## src/rtl/wb_port_arbiter.sv

```systemverilog
// Register-file write port arbiter: pipeline writeback vs buffered MDU results.
// MDU results drain into idle WB slots; prolonged denial raises stall_req.
module wb_port_arbiter #(
    parameter int DATA_W     = 32,
    parameter int ADDR_W     = 5,
    parameter int FIFO_DEPTH = 2,
    parameter int STARVE_MAX = 4
) (
    input  logic                        clk,
    input  logic                        rst,
    input  logic                        pipe_wb_en,
    input  logic [ADDR_W-1:0]           pipe_wb_addr,
    input  logic [DATA_W-1:0]           pipe_wb_data,
    input  logic                        mdu_valid,
    input  logic [ADDR_W-1:0]           mdu_addr,
    input  logic [DATA_W-1:0]           mdu_data,
    output logic                        mdu_ready,
    output logic                        rf_we,
    output logic [ADDR_W-1:0]           rf_waddr,
    output logic [DATA_W-1:0]           rf_wdata,
    output logic                        stall_req,
    output logic [$clog2(FIFO_DEPTH):0] fifo_count
);

    localparam int PW = $clog2(FIFO_DEPTH);
    localparam int CW = PW + 1;
    localparam int SW = $clog2(STARVE_MAX + 1);

    logic [ADDR_W-1:0] mem_addr [FIFO_DEPTH];
    logic [DATA_W-1:0] mem_data [FIFO_DEPTH];
    logic [PW-1:0]     wr_ptr;
    logic [PW-1:0]     rd_ptr;
    logic [SW-1:0]     starve_cnt;
    logic [SW-1:0]     starve_nxt;
    logic              pipe_req;
    logic              head_valid;
    logic              push;
    logic              pop;
    logic [ADDR_W-1:0] head_addr;
    logic [DATA_W-1:0] head_data;

    assign mdu_ready  = !rst && (fifo_count < CW'(FIFO_DEPTH));
    assign pipe_req   = pipe_wb_en && (pipe_wb_addr != '0);
    assign head_valid = (fifo_count != '0);
    assign push       = mdu_valid && mdu_ready;
    assign pop        = !pipe_req && head_valid;
    assign head_addr  = mem_addr[rd_ptr];
    assign head_data  = mem_data[rd_ptr];

    // Saturating count of cycles the queued head lost to the pipeline.
    always_comb begin
        starve_nxt = '0;
        if (head_valid && pipe_req) begin
            if (starve_cnt != SW'(STARVE_MAX))
                starve_nxt = starve_cnt + SW'(1);
            else
                starve_nxt = starve_cnt;
        end
    end

    // Result storage; contents are don't-care until pushed.
    always_ff @(posedge clk) begin
        if (push) begin
            mem_addr[wr_ptr] <= mdu_addr;
            mem_data[wr_ptr] <= mdu_data;
        end
    end

    // FIFO pointers and occupancy.
    always_ff @(posedge clk) begin
        if (rst) begin
            wr_ptr     <= '0;
            rd_ptr     <= '0;
            fifo_count <= '0;
        end else begin
            if (push)
                wr_ptr <= wr_ptr + PW'(1);
            if (pop)
                rd_ptr <= rd_ptr + PW'(1);
            if (push && !pop)
                fifo_count <= fifo_count + CW'(1);
            else if (pop && !push)
                fifo_count <= fifo_count - CW'(1);
        end
    end

    // Registered write port: pipeline first, then FIFO head.
    always_ff @(posedge clk) begin
        if (rst) begin
            rf_we    <= 1'b0;
            rf_waddr <= '0;
            rf_wdata <= '0;
        end else if (pipe_req) begin
            rf_we    <= 1'b1;
            rf_waddr <= pipe_wb_addr;
            rf_wdata <= pipe_wb_data;
        end else if (pop) begin
            rf_we    <= (head_addr != '0);
            rf_waddr <= head_addr;
            rf_wdata <= head_data;
        end else begin
            rf_we    <= 1'b0;
        end
    end

    // Starvation tracking and pipeline freeze request.
    always_ff @(posedge clk) begin
        if (rst) begin
            starve_cnt <= '0;
            stall_req  <= 1'b0;
        end else begin
            starve_cnt <= starve_nxt;
            if (starve_nxt == SW'(STARVE_MAX))
                stall_req <= 1'b1;
            else if (pop)
                stall_req <= 1'b0;
        end
    end

endmodule

```

## config.mk

```make
export PLATFORM = sky130hd
export DESIGN_NAME = wb_port_arbiter
export DESIGN_NICKNAME = d
export VERILOG_FILES = /design/src/rtl/wb_port_arbiter.sv
export SDC_FILE = /design/constraint.sdc
export NUM_CORES = 1
export LEC_CHECK = 0
export BUFFER_PORTS_ARGS = -buffer_cell sky130_fd_sc_hd__clkbuf_2
export CORE_ASPECT_RATIO = 1.4
export CORE_MARGIN = 2
export CORE_UTILIZATION = 42
export DETAILED_ROUTE_END_ITERATION = 8
export MAX_ROUTING_LAYER = met4
export PLACE_DENSITY_LB_ADDON = 0.1
export SLEW_MARGIN = 10
export SYNTH_ARGS = -nofsm -noshare
export SYNTH_HDL_FRONTEND = slang
export SYNTH_SLANG_ARGS = --single-unit
```

## constraint.sdc

```tcl
create_clock -name clk -period 5.5 [get_ports clk]
set_clock_uncertainty 0.1 [all_clocks]
set_input_delay 0 -clock clk [delete_from_list [all_inputs] [get_ports clk]]
set_output_delay 0 -clock clk [all_outputs]
set_load 0.03 [all_outputs]
```

* Word level (Yosys, flattened, before mapping) *
Memory sizes are Yosys's and may differ from the RTL's. A register that Yosys moved wholly into a read port is not among the register bits.
Cells that the tools add are included.

storage, ports and cells
  bits in registers = 46
  bits in writable memories = 74
  input bits = 78
  output and inout port bits = 42
  word-level logic and storage cells = 53
  memories = 2

memories
  memory    depth  bits a word  read ports  clocked after Yosys merged registers in  write ports  RTL line  RTL
  mem_data  2      32           1           1                                        1            30        logic [DATA_W-1:0] mem_data [FIFO_DEPTH];
  mem_addr  2      5            1           1                                        1            29        logic [ADDR_W-1:0] mem_addr [FIFO_DEPTH];

operators by class
  $add $sub $neg = 5
  $lt $le $gt $ge = 1
  eq/ne operators = 2
  muxes and demuxes = 18
  reduce and logical (&&, ||, !) cells = 17

operator list
  operator                                                            number
  32-bit two-way mux                                                  2
  1-bit two-way mux                                                   10
  5-bit two-way mux                                                   2
  5-bit nonzero test                                                  2
  2-bit nonzero test                                                  4
  1-bit logical AND                                                   7
  3-bit two-way mux                                                   2
  1-bit logical NOT                                                   4
  2-bit two-way mux                                                   2
  3-bit by 1-bit adder with 3-bit output, second input constant       1
  3-bit equality test, second input constant                          1
  3-bit inequality test, second input constant                        1
  1-bit adder, second input constant                                  2
  2-bit by 1-bit adder with 2-bit output, second input constant       1
  2-bit less-than comparator, second input constant                   1
  2-bit by 1-bit subtractor with 2-bit output, second input constant  1

* Depth between registers and ports, before layout *
Gate-level depths: netlist of run 1.

  depth in word-level cells = 7
  gate-level depth with buffers = 9
  mapped depth without buffers = 7

* Worst setup path after synthesis of run 1 *
No wires, ideal clock.

  path kind = flip-flop to flip-flop
  start = register fifo_count[1]
  end = memory mem_addr[0][0] (enable)
  library setup time = 0.431 ns
  arrival = 2.731 ns
  required time = 4.969 ns
  setup slack = 2.238 ns
  cell stages (with the launch flop) = 4
  path buffers = 0
  clock period less this slack = 3.262 ns
  cell sequence = dfxtp_1 nor2_1 nand2_1 nor2_1

between the ends
  cells in the longest elaborated chain, start to end = 5

RTL lines
  element                                  RTL line  RTL
  from (decl)                              22        output logic [$clog2(FIFO_DEPTH):0] fifo_count
  from (signal assigned)                   81        fifo_count <= fifo_count + CW'(1);
  from (signal assigned)                   83        fifo_count <= fifo_count - CW'(1);
  2-bit less-than comparator               42        assign mdu_ready = !rst && (fifo_count < CW'(FIFO_DEPTH));
  1-bit logical AND                        42
  net mdu_ready                            17        output logic mdu_ready,
  1-bit logical AND                        45        assign push = mdu_valid && mdu_ready;
  1-bit two-way mux                        63        if (push) begin
  1-bit two-way mux (not written as such)  64        mem_addr[wr_ptr] <= mdu_addr;
  to (decl)                                29

The timed path passes the listed nets, and every way through them passes these cells.

* Worst setup path in the final report of run 1 *
  start = input port pipe_wb_addr[2]
  end = register fifo_count[1]

between the ends
  cells in the longest elaborated chain, start to end = 7
  elaborated cells between the ends (all ways) = 9
  classes of those cells = mux: 1; reduce/logical: 8

RTL lines
  element                                                  RTL line  RTL
  from (decl)                                              12        input logic [ADDR_W-1:0] pipe_wb_addr,
  5-bit nonzero test (*)                                   43        assign pipe_req = pipe_wb_en && (pipe_wb_addr != '0);
  1-bit logical AND (*)                                    43
  1-bit logical NOT (*)                                    46        assign pop = !pipe_req && head_valid;
  1-bit logical AND (*)                                    46
  1-bit logical NOT                                        80        if (push && !pop)
  1-bit logical AND                                        80
  2-bit two-way mux or 2-bit nonzero test (tied branches)  n/a

Every way passes the cells marked *; elsewhere a longest branch is shown, timed or not.
A chain may end at the register's enable or synchronous reset.

==> results of run 1 <==
[worst register-to-register path, stage by stage (launching register included)]
cell	delay, ns
dfxtp_1	0.34
nor2_1	0.19
nand2_1	0.19
nor2_4	0.88
[routing by layer]
metal  global-route usage, %  wire length, µm
met3                    4.68              374
met4                    7.67              172
met1                    21.7             4540
met5                       -                0
met2                    33.9             5740
[kinds of logic after synthesis]
family / after synthesis
flops: 121
simple gates: 98
compound gates: 88
mux: 39
buf+inv: 30
xor+xnor: 4
fa+ha+maj: 3
[cells in the final DEF, fill, tap and decap left out, drive strengths merged]
cell type | Yosys | final
mux2i | 38 | 38
o31ai | 1 | 1
edfxtp | 74 | 74
nor3 | 2 | 2
nand2 | 77 | 77
nor2 | 8 | 8
xor2 | 3 | 3
a31oi | 1 | 1
xnor2 | 1 | 1
inv | 3 | 3
bufinv | 0 | 4
o31a | 1 | 1
clkinv | 0 | 6
a21oi | 44 | 44
buf | 11 | 4
a211oi | 1 | 1
o211ai | 37 | 37
or3 | 3 | 3
dlygate4sd3 | 0 | 80
nor2b | 2 | 2
o21ai | 3 | 3
ha | 3 | 3
nor4b | 1 | 1
mux2 | 1 | 1
dfxtp | 47 | 47
nor4 | 3 | 3
and3 | 1 | 1
or2 | 1 | 1
clkbuf | 16 | 141
[sequential cells by signal (all words and copies together), names as in the netlist, named ones only]
register and cells:
fifo_count 2, mem_addr 10, mem_data 64, rd_ptr 1
rf_waddr 5, rf_wdata 32, rf_we 1, stall_req 1
starve_cnt 3, wr_ptr 1
[power by group through the flow]
stage          Combinational (W)  Clock [W]  Sequential (W)
2_1_floorplan           0.000456          0         0.00128
3_3_place_gp            0.000748          0         0.00118
3_5_place_dp            0.000754          0         0.00118
4_1_cts                 0.000801    0.00115         0.00117
5_1_grt                 0.000874    0.00119         0.00118
6_report                0.000789    0.00113         0.00116
[what timing repair did]
action,in CTS,in global routing
hold buffers,80,0
setup buffers,0,0
endpoints found under the hold margin,112,0
[layout make-up]
class	count	area (µm²)	share of cell area [%]
Timing Repair Buffer	203	1430	20.9
Inverter	3	11.3	0.165
Sequential cell	121	3160	46.4
Clock buffer	22	454	6.66
Tap cell	141	176	2.59
Multi-Input combinational cell	232	1440	21.1
Clock inverter	10	149	2.18
[final timing paths]
path / startpoint / endpoint / slack, ns / cells past startpoint
worst min register to register: rd_ptr / flop / 0.41 / 2
worst max-delay path: pipe_wb_addr[2] / fifo_count[1] / 3.03 / 10
worst max register to register: fifo_count[1] / mem_data[0][8] / 3.39 / 3
worst min-delay path: pipe_wb_en / rf_wdata[9] / 0.22 / 4
[metrics by stage]
stage	power, W	instance area, µm²	cells	util, %	worst slack (ns)
after global routing	0.00324	6820	732	62.4	2.88
after detailed placement	0.00194	5410	620	49.6	2.87
after CTS	0.00311	6820	732	62.4	3.06
after global placement	0.00193	5410	620	49.6	2.98
final	0.00308	6820	732	62.4	3.03
after floorplan	0.00173	4740	383	-	2.24
==> summary.txt, run 1 <==
Outcome
  – Outcome: completed

Critical path
  – Cell family with most CP delay: buffers and inverters
  – CP max FO: 43
  – Crit start category: input pin
  – CP Capture Type: flop
  – Critical Path AT: 2.68 ns
  – Worst setup path category: input pin to flop
  – Worst EP required: 5.70 ns
  – Crit-path cells: dlygate4sd3_1 -> clkbuf_2 -> or3_4 -> o31ai_4 -> buf_4 -> nand2_1 -> ha_1 -> xor2_1 -> or3_1 -> a21oi_1
  – Critical Path Max Stage Delay: 0.55 ns
  – CP bufs+invs: 3
  – CP max stage cell: dlygate4sd3_1

Synth
  – Top post-synthesis cells by count: nand2_1 (77), edfxtp_1 (74), dfxtp_1 (47)
  – Multiplexer share of the synthesized area: 8.26%
  – Post-synthesis sequential area ratio: 66.7%
  – Synth cell types: 28
  – Syn_nets: 464
  – Number of flops mapped to enable cells by yosys: 74
  – Post-synthesis simple-gate area fraction: 8.55%
  – Syn avg cell area: 12.4 µm²
  – FFs w/ async S/R, synth: 0%
  – Top_reg_cell synth: edfxtp_1
  – Synth warnings: 0
  – #FFs+latches synth: 121
  – Compound-Gate Fraction of Synth Area: 11.7%
  – Leading area contributor after synthesis: edfxtp_1
  – Area fraction of the dominant cell type after synthesis: 46.9%
  – Largest family of logic cells by synthesized area: compound AO/OA/AOI/OAI gates
  – Synth top area cells: edfxtp_1 (47%), dfxtp_1 (20%), mux2i_1 (8.0%)
  – Adder-Cell Fraction of Synth Area: 0.792%
  – Post-Synthesis Cells: 383
  – Syn Std Cell Area: 4740 µm²
  – Xor and xnor area share after synthesis: 0.739%
  – Count leader, synth: nand2_1

Detailed routing
  – DR iter-0 viols: 117
  – DR WL/cell: 14.8 µm
  – 1st-pass router iterations: 4
  – Drc violations: 0
  – Vias: 3596
  – Vias/cell: 4.91
  – Routed WL: 10800 µm
  – ANT nets after route: 0

Power
  – Power share of the sequential group: 37.8%
  – Switching power: 0.000939 W
  – Switching Fraction: 30.5%
  – Pint: 0.00214 W
  – Maximum VDD drop: 266 µV
  – Pleak: 2.66 nW
  – Combinational share of power: 25.6%
  – Clk pwr share: 36.6%
  – P per Cell Area: 452 nW/µm²

Final layout
  – P&R area growth vs syn: 43.8%
  – # fillers: 913
  – Final net count: 659
  – Antenna cells: 0
  – Share of layout cells above drive strength 1: 26.6%

Worst hold path
  – Worst hold path class: input pin to flop

Die
  – Die area: 12200 µm²
  – Horiz. Die Dim: 93.8 µm
  – Height of the chip: 130 µm
  – Boundary Pins: 120
  – Initial Utilization: 43.4%
  – CORE AREA: 10900 µm²
  – Cell Rows: 45

Clocking
  – TritonCTS clock tree: done
  – Clock Path Buffers: 2
  – H-Tree Depth: 4
  – Clk_lat worst skew: 0.40 ns
  – Clock-pin slew on the worst setup and hold paths: 0.05 ns
  – CTS buffer count: 17
  – # resized after CTS: 0
  – Root Buffer: clkbuf_16
  – CTS sink cnt: 121

Global routing
  – Vias in the first global route: 3723
  – First-pass GRT wire length: 17600 µm
  – Total gr overflow: 0
  – Initial antenna violation count: 0
  – Largest net degree at the start of global routing: 78
  – GRT Util Overall: 19.5%

Timing
  – Final count of negative-setup-slack endpoints: 0
  – Fin. Hold Viols: 0
  – Max Slew Vio Count: 0
  – Setup TNS: 0 ns
  – Post-route clock period utilization: 45.0%
  – Fmax: 0.404 GHz
  – Fin crit period: 2.47 ns
  – Actual slew at the worst max-slew pin: 1.13 ns
  – Worst hold margin: 0.219 ns
  – Max-slew headroom: 24.7%
  – RSZ-0062 raised after global routing: false

Placed design
  – Port bufs: 119
  – Final weighted congestion in routability-driven placement: 0.759
  – Post-DP HPWL: 6390 µm

Flow run
  – Maxcap violations: 0
(Power assumes the default switching activity.)
==> inputs of run 2 (changes only) <==
Clock period 5.5 ns to 2.2 ns, I/O delays scaled along.
==> summary.txt, run 2 (same netlist as run 1, synthesis figures left out) <==
Clocking
  – Clock Path Buffers: 2
  – Hold Buf Count CTS: 80
  – Clk_lat worst skew: 0.40 ns
  – TritonCTS clock tree: done
  – Root Buffer: clkbuf_16
  – Post-CTS setup buffer count: 0
  – CTS buffer count: 17
  – # resized after CTS: 0
  – CTS sink cnt: 121
  – H-Tree Depth: 4
  – Clock-pin slew on the worst setup and hold paths: 0.05 ns

Detailed routing
  – DR iter-0 viols: 187
  – Vias/cell: 4.97
  – Vias: 3670
  – Drc violations: 0
  – ANT nets after route: 0
  – 1st-pass router iterations: 4
  – WL met3: 507 µm
  – M1 wire length: 4870 µm
  – DR WL/cell: 15.4 µm
  – Routed length on met2: 5860 µm
  – Top layer in use: met4
  – Routed WL: 11400 µm

Power
  – Power Total: 0.00783 W
  – Power share of the sequential group: 36.9%
  – Maximum VDD drop: 675 µV
  – Pint: 0.00544 W
  – Clk pwr share: 36.8%
  – Switching Fraction: 30.5%
  – P per Cell Area: 1130 nW/µm²
  – Switching power: 0.00239 W
  – Pleak: 2.72 nW
  – Combinational share of power: 26.4%

Placed design
  – Final weighted congestion in routability-driven placement: 0.754
  – Port bufs: 119
  – Post-DP HPWL: 6520 µm
  – Placed insts: 627

Timing
  – Setup TNS: 0 ns
  – Fin. Hold Viols: 0
  – Max Slew Vio Count: 0
  – Worst hold margin: 0.0163 ns
  – Max-slew headroom: 62.9%
  – Post-route clock period utilization: 87.8%
  – Final count of negative-setup-slack endpoints: 0
  – RSZ-0062 raised after global routing: false
  – Fmax: 0.518 GHz
  – Fin crit period: 1.93 ns
  – Actual slew at the worst max-slew pin: 0.556 ns

Final layout
  – Share of layout cells above drive strength 1: 28.3%
  – Area of the multi-input gates: 1440 µm²
  – P&R area growth vs syn: 46.1%
  – Max reg flops: 64
  – Antenna cells: 0
  – Largest register by flop count: mem_data
  – Final Util: 63.4%
  – Commonest non-fill, non-tap cell in the layout: clkbuf_2
  – Biggest regs: mem_data: 64 flops, rf_wdata: 32 flops, mem_addr: 10 flops
  – Most frequent cells in the layout: clkbuf_2 (119), dlygate4sd3_1 (80), nand2_1 (77), edfxtp_1 (74), dfxtp_1 (45)
  – Final std cells w/o fill: 739
  – Final net count: 666
  – # fillers: 858
  – FF+latch area: 3170 µm²

Global routing
  – First-pass GRT wire length: 18400 µm
  – GRT Util Overall: 20.6%
  – Vias in the first global route: 3782
  – Largest net degree at the start of global routing: 53
  – Initial antenna violation count: 0
  – Total gr overflow: 0

Critical path
  – Critical Path Max Stage Delay: 0.55 ns
  – Crit start category: input pin
  – Worst EP required: 2.43 ns
  – Critical Path AT: 2.16 ns
  – CP max FO: 3
  – Crit-path cells: dlygate4sd3_1 -> clkbuf_2 -> or3_4 -> o31ai_4 -> nand2_1 -> ha_1 -> or3_1 -> a21oi_1
  – CP Capture Type: flop
  – CP max stage cell: dlygate4sd3_1
  – Worst setup path category: input pin to flop

Outcome
  – Outcome: completed

Die
  – Cell Rows: 45
  – Horiz. Die Dim: 93.8 µm
  – CORE AREA: 10900 µm²
  – Height of the chip: 130 µm
  – Initial Utilization: 43.4%
  – Die area: 12200 µm²
  – Boundary Pins: 120

Flow run
  – Maxcap violations: 0

Worst hold path
  – Worst hold path class: input pin to flop
## run 2: cell types whose count changed in the layout (fill, tap and decap cells not counted)
cell | previous run | this run
clkbuf_1 | 4 | 2
nor2_2 | 0 | 1
dfxtp_1 | 46 | 45
nor2_1 | 7 | 6
clkinv_2 | 5 | 4
bufinv_16 | 4 | 2
buf_12 | 0 | 2
clkbuf_8 | 1 | 5
buf_4 | 4 | 9
dfxtp_2 | 1 | 2
clkinv_1 | 1 | 0
clkbuf_16 | 17 | 19
## run 2: metal layers
metal	global-route usage (%)	up-vias
li1	-	1809
met1	23.4	1745
met2	35.4	102
met3	5.43	14
met4	6.48	0
met5	-	-
## run 2: path summary, 6_finish.rpt
check             slack, ns             to             from  cells after the start
setup / recovery       0.27  fifo_count[1]  pipe_wb_addr[3]                      8
hold / removal         0.02         wr_ptr              rst                      5
setup reg to reg       0.46  fifo_count[1]    fifo_count[1]                      6
hold reg to reg        0.42           flop           rd_ptr                      2
## run 2: cell type report
cell class,count,share of cell area [%]
clock buffers,26,7.97
clock inverters,6,1.16
inverters,3,0.163
multi-input cells,232,20.8
flip-flops and latches,121,45.7
well taps,141,2.55
repair buffers,210,21.7
## run 2: power groups by stage
stage	sequential, W	combinational [W]	clock [W]
after floorplan	0.00319	0.00115	0
after global placement	0.00291	0.00195	0
after detailed placement	0.00293	0.00196	0
after CTS	0.00289	0.00207	0.00292
after global routing	0.00292	0.00228	0.00303
final	0.00289	0.00206	0.00288
## run 2: worst max-delay path, delay by kind of cell
family	cells	cell delay [ns]
fa+ha+maj	1	0.31
simple gates	3	0.83
compound gates	2	0.34
buf+inv	2	0.68
## run 2: per-stage QoR
step,setup WS [ns],area [µm²]
6_report,0.268,6930
5_1_grt,0.166,6930
4_1_cts,0.284,6930
3_5_place_dp,0.418,5490
3_3_place_gp,0.469,5490
2_1_floorplan,0.00156,4750
==> inputs of run 3 (changes only) <==
--- a/config.mk
+++ b/config.mk
@@ -9,5 +9,6 @@
 export CORE_ASPECT_RATIO = 1.4
 export CORE_MARGIN = 2
-export CORE_UTILIZATION = 42
+export CORE_UTILIZATION = 45
+export CTS_BUF_LIST = sky130_fd_sc_hd__clkbuf_8 sky130_fd_sc_hd__clkbuf_16
 export DETAILED_ROUTE_END_ITERATION = 8
 export MAX_ROUTING_LAYER = met4
==> constraint.sdc (replaced) <==
create_clock -name clk -period 2.2 [get_ports clk]
set_clock_uncertainty 0.1 [all_clocks]
set_input_delay 0 -clock clk [delete_from_list [all_inputs] [get_ports clk]]
set_output_delay 0 -clock clk [all_outputs]
set_load 0.1 [all_outputs]
==> summary.txt, run 3 (same netlist as run 1, synthesis figures left out) <==
Outcome
  – Outcome: completed

Critical path
  – CP Capture Type: flop
  – CP bufs+invs: 3
  – Cell family with most CP delay: buffers and inverters
  – Worst EP required: 2.42 ns
  – Crit-path cells: dlygate4sd3_1 -> clkbuf_2 -> or3_4 -> o31ai_4 -> buf_4 -> o211ai_1 -> a21oi_1
  – Worst setup path category: input pin to flop
  – Critical Path Max Stage Delay: 0.54 ns
  – CP max stage cell: dlygate4sd3_1
  – CP max FO: 42
  – Critical Path AT: 2.17 ns
  – Crit start category: input pin

Placed design
  – Final weighted congestion in routability-driven placement: 0.732
  – Port bufs: 119
  – Post-DP HPWL: 6460 µm
  – Placed insts: 622

Final layout
  – P&R area growth vs syn: 46.1%
  – Commonest non-fill, non-tap cell in the layout: clkbuf_2
  – Final std cells w/o fill: 735
  – Share of layout cells above drive strength 1: 28.1%
  – Most frequent cells in the layout: clkbuf_2 (119), dlygate4sd3_1 (81), nand2_1 (76), edfxtp_1 (74)
  – Largest register by flop count: mem_data
  – Final net count: 665
  – Area of the multi-input gates: 1450 µm²
  – Max reg flops: 64
  – # fillers: 798
  – Antenna cells: 0
  – Biggest regs: mem_data: 64 flops, rf_wdata: 32 flops, mem_addr: 10 flops
  – Final Util: 67.3%
  – FF+latch area: 3170 µm²

Timing
  – Actual slew at the worst max-slew pin: 0.771 ns
  – Max Slew Vio Count: 0
  – Fin. Hold Viols: 0
  – Worst hold margin: 0.0872 ns
  – RSZ-0062 raised after global routing: false
  – Fmax: 0.511 GHz
  – Post-route clock period utilization: 89.0%
  – Fin crit period: 1.96 ns
  – Final count of negative-setup-slack endpoints: 0
  – Max-slew headroom: 48.6%

Detailed routing
  – WL met3: 341 µm
  – Routed length on met2: 5860 µm
  – Vias/cell: 4.97
  – DR iter-0 viols: 122
  – Routed WL: 10800 µm
  – Vias: 3652
  – ANT nets after route: 0
  – Drc violations: 0
  – 1st-pass router iterations: 6
  – DR WL/cell: 14.7 µm
  – Top layer in use: met4
  – M1 wire length: 4470 µm

Worst hold path
  – Worst hold path class: input pin to flop

Clocking
  – Hold Buf Count CTS: 81
  – # resized after CTS: 0
  – Clock-pin slew on the worst setup and hold paths: 0.05 ns
  – Post-CTS setup buffer count: 0
  – Clock Path Buffers: 2
  – H-Tree Depth: 4
  – CTS buffer count: 17
  – Root Buffer: clkbuf_16
  – Clk_lat worst skew: 0.40 ns
  – CTS sink cnt: 121
  – TritonCTS clock tree: done

Die
  – Horiz. Die Dim: 90.7 µm
  – Die area: 11400 µm²
  – Height of the chip: 125 µm
  – Boundary Pins: 120
  – Cell Rows: 44
  – CORE AREA: 10300 µm²
  – Initial Utilization: 46.1%

Global routing
  – First-pass GRT wire length: 18100 µm
  – Total gr overflow: 0
  – Largest net degree at the start of global routing: 78
  – Vias in the first global route: 3784
  – Initial antenna violation count: 0
  – GRT Util Overall: 20.9%

Power
  – Pleak: 2.70 nW
  – Power Total: 0.00864 W
  – Maximum VDD drop: 832 µV
  – P per Cell Area: 1250 nW/µm²

Flow run
  – Maxcap violations: 0
==> run 3: changes by cell type in the layout (fill, tap and decap cells not counted), moves of 2 or more <==
cell | before | now
dfxtp_4 | 0 | 2
buf_4 | 9 | 6
clkbuf_16 | 19 | 17
clkbuf_1 | 2 | 0
clkinvlp_4 | 0 | 3
inv_1 | 3 | 6
clkbuf_8 | 5 | 0
clkinv_4 | 0 | 2
bufinv_16 | 2 | 4
==> run 3: worst paths after layout <==
kind	slack, ns	from	cells past startpoint	end
min reg2reg	0.42	rd_ptr	2	flop
min	0.09	rst	3	mem_data[1][4]
max	0.24	pipe_wb_addr[2]	7	rf_wdata[6]
max reg2reg	0.47	fifo_count[1]	5	rf_wdata[14]
==> run 3: metrics by stage <==
stage / setup TNS (ns) / worst slack, ns / instance area [µm²]
2_1_floorplan: -2.69 / -0.0727 / 4770
3_3_place_gp: 0 / 0.440 / 5500
3_5_place_dp: 0 / 0.406 / 5500
4_1_cts: 0 / 0.239 / 6920
5_1_grt: 0 / 0.149 / 6920
6_report: 0 / 0.242 / 6920
==> run 3: cell type report <==
type                       instances  area share (%)
clock inverter                    15            2.69
timing repair buffer             209            21.8
multi-input combinational        232            20.9
tap                              138            2.49
sequential                       121            45.8
clock buffer                      17            6.14
inverter                           3           0.163
==> run 3: metal layers <==
metal	vias up	track usage, %
met1	1756	23.8
met5	-	-
met3	15	4.52
met2	73	35.7
met4	0	8.69
li1	1808	-
==> run 3: report_power, final <==
part	internal [W]	leakage, nW	switching (W)
sequential	0.00273	1.07	0.000183
combinational	0.000774	1.33	0.00213
clock	0.00188	0.302	0.000953
==> run 3: worst min-delay path, cell delays in order <==
cell and delay, ns:
clkbuf_2 0.12, nor2_4 0.05, and3_2 0.23
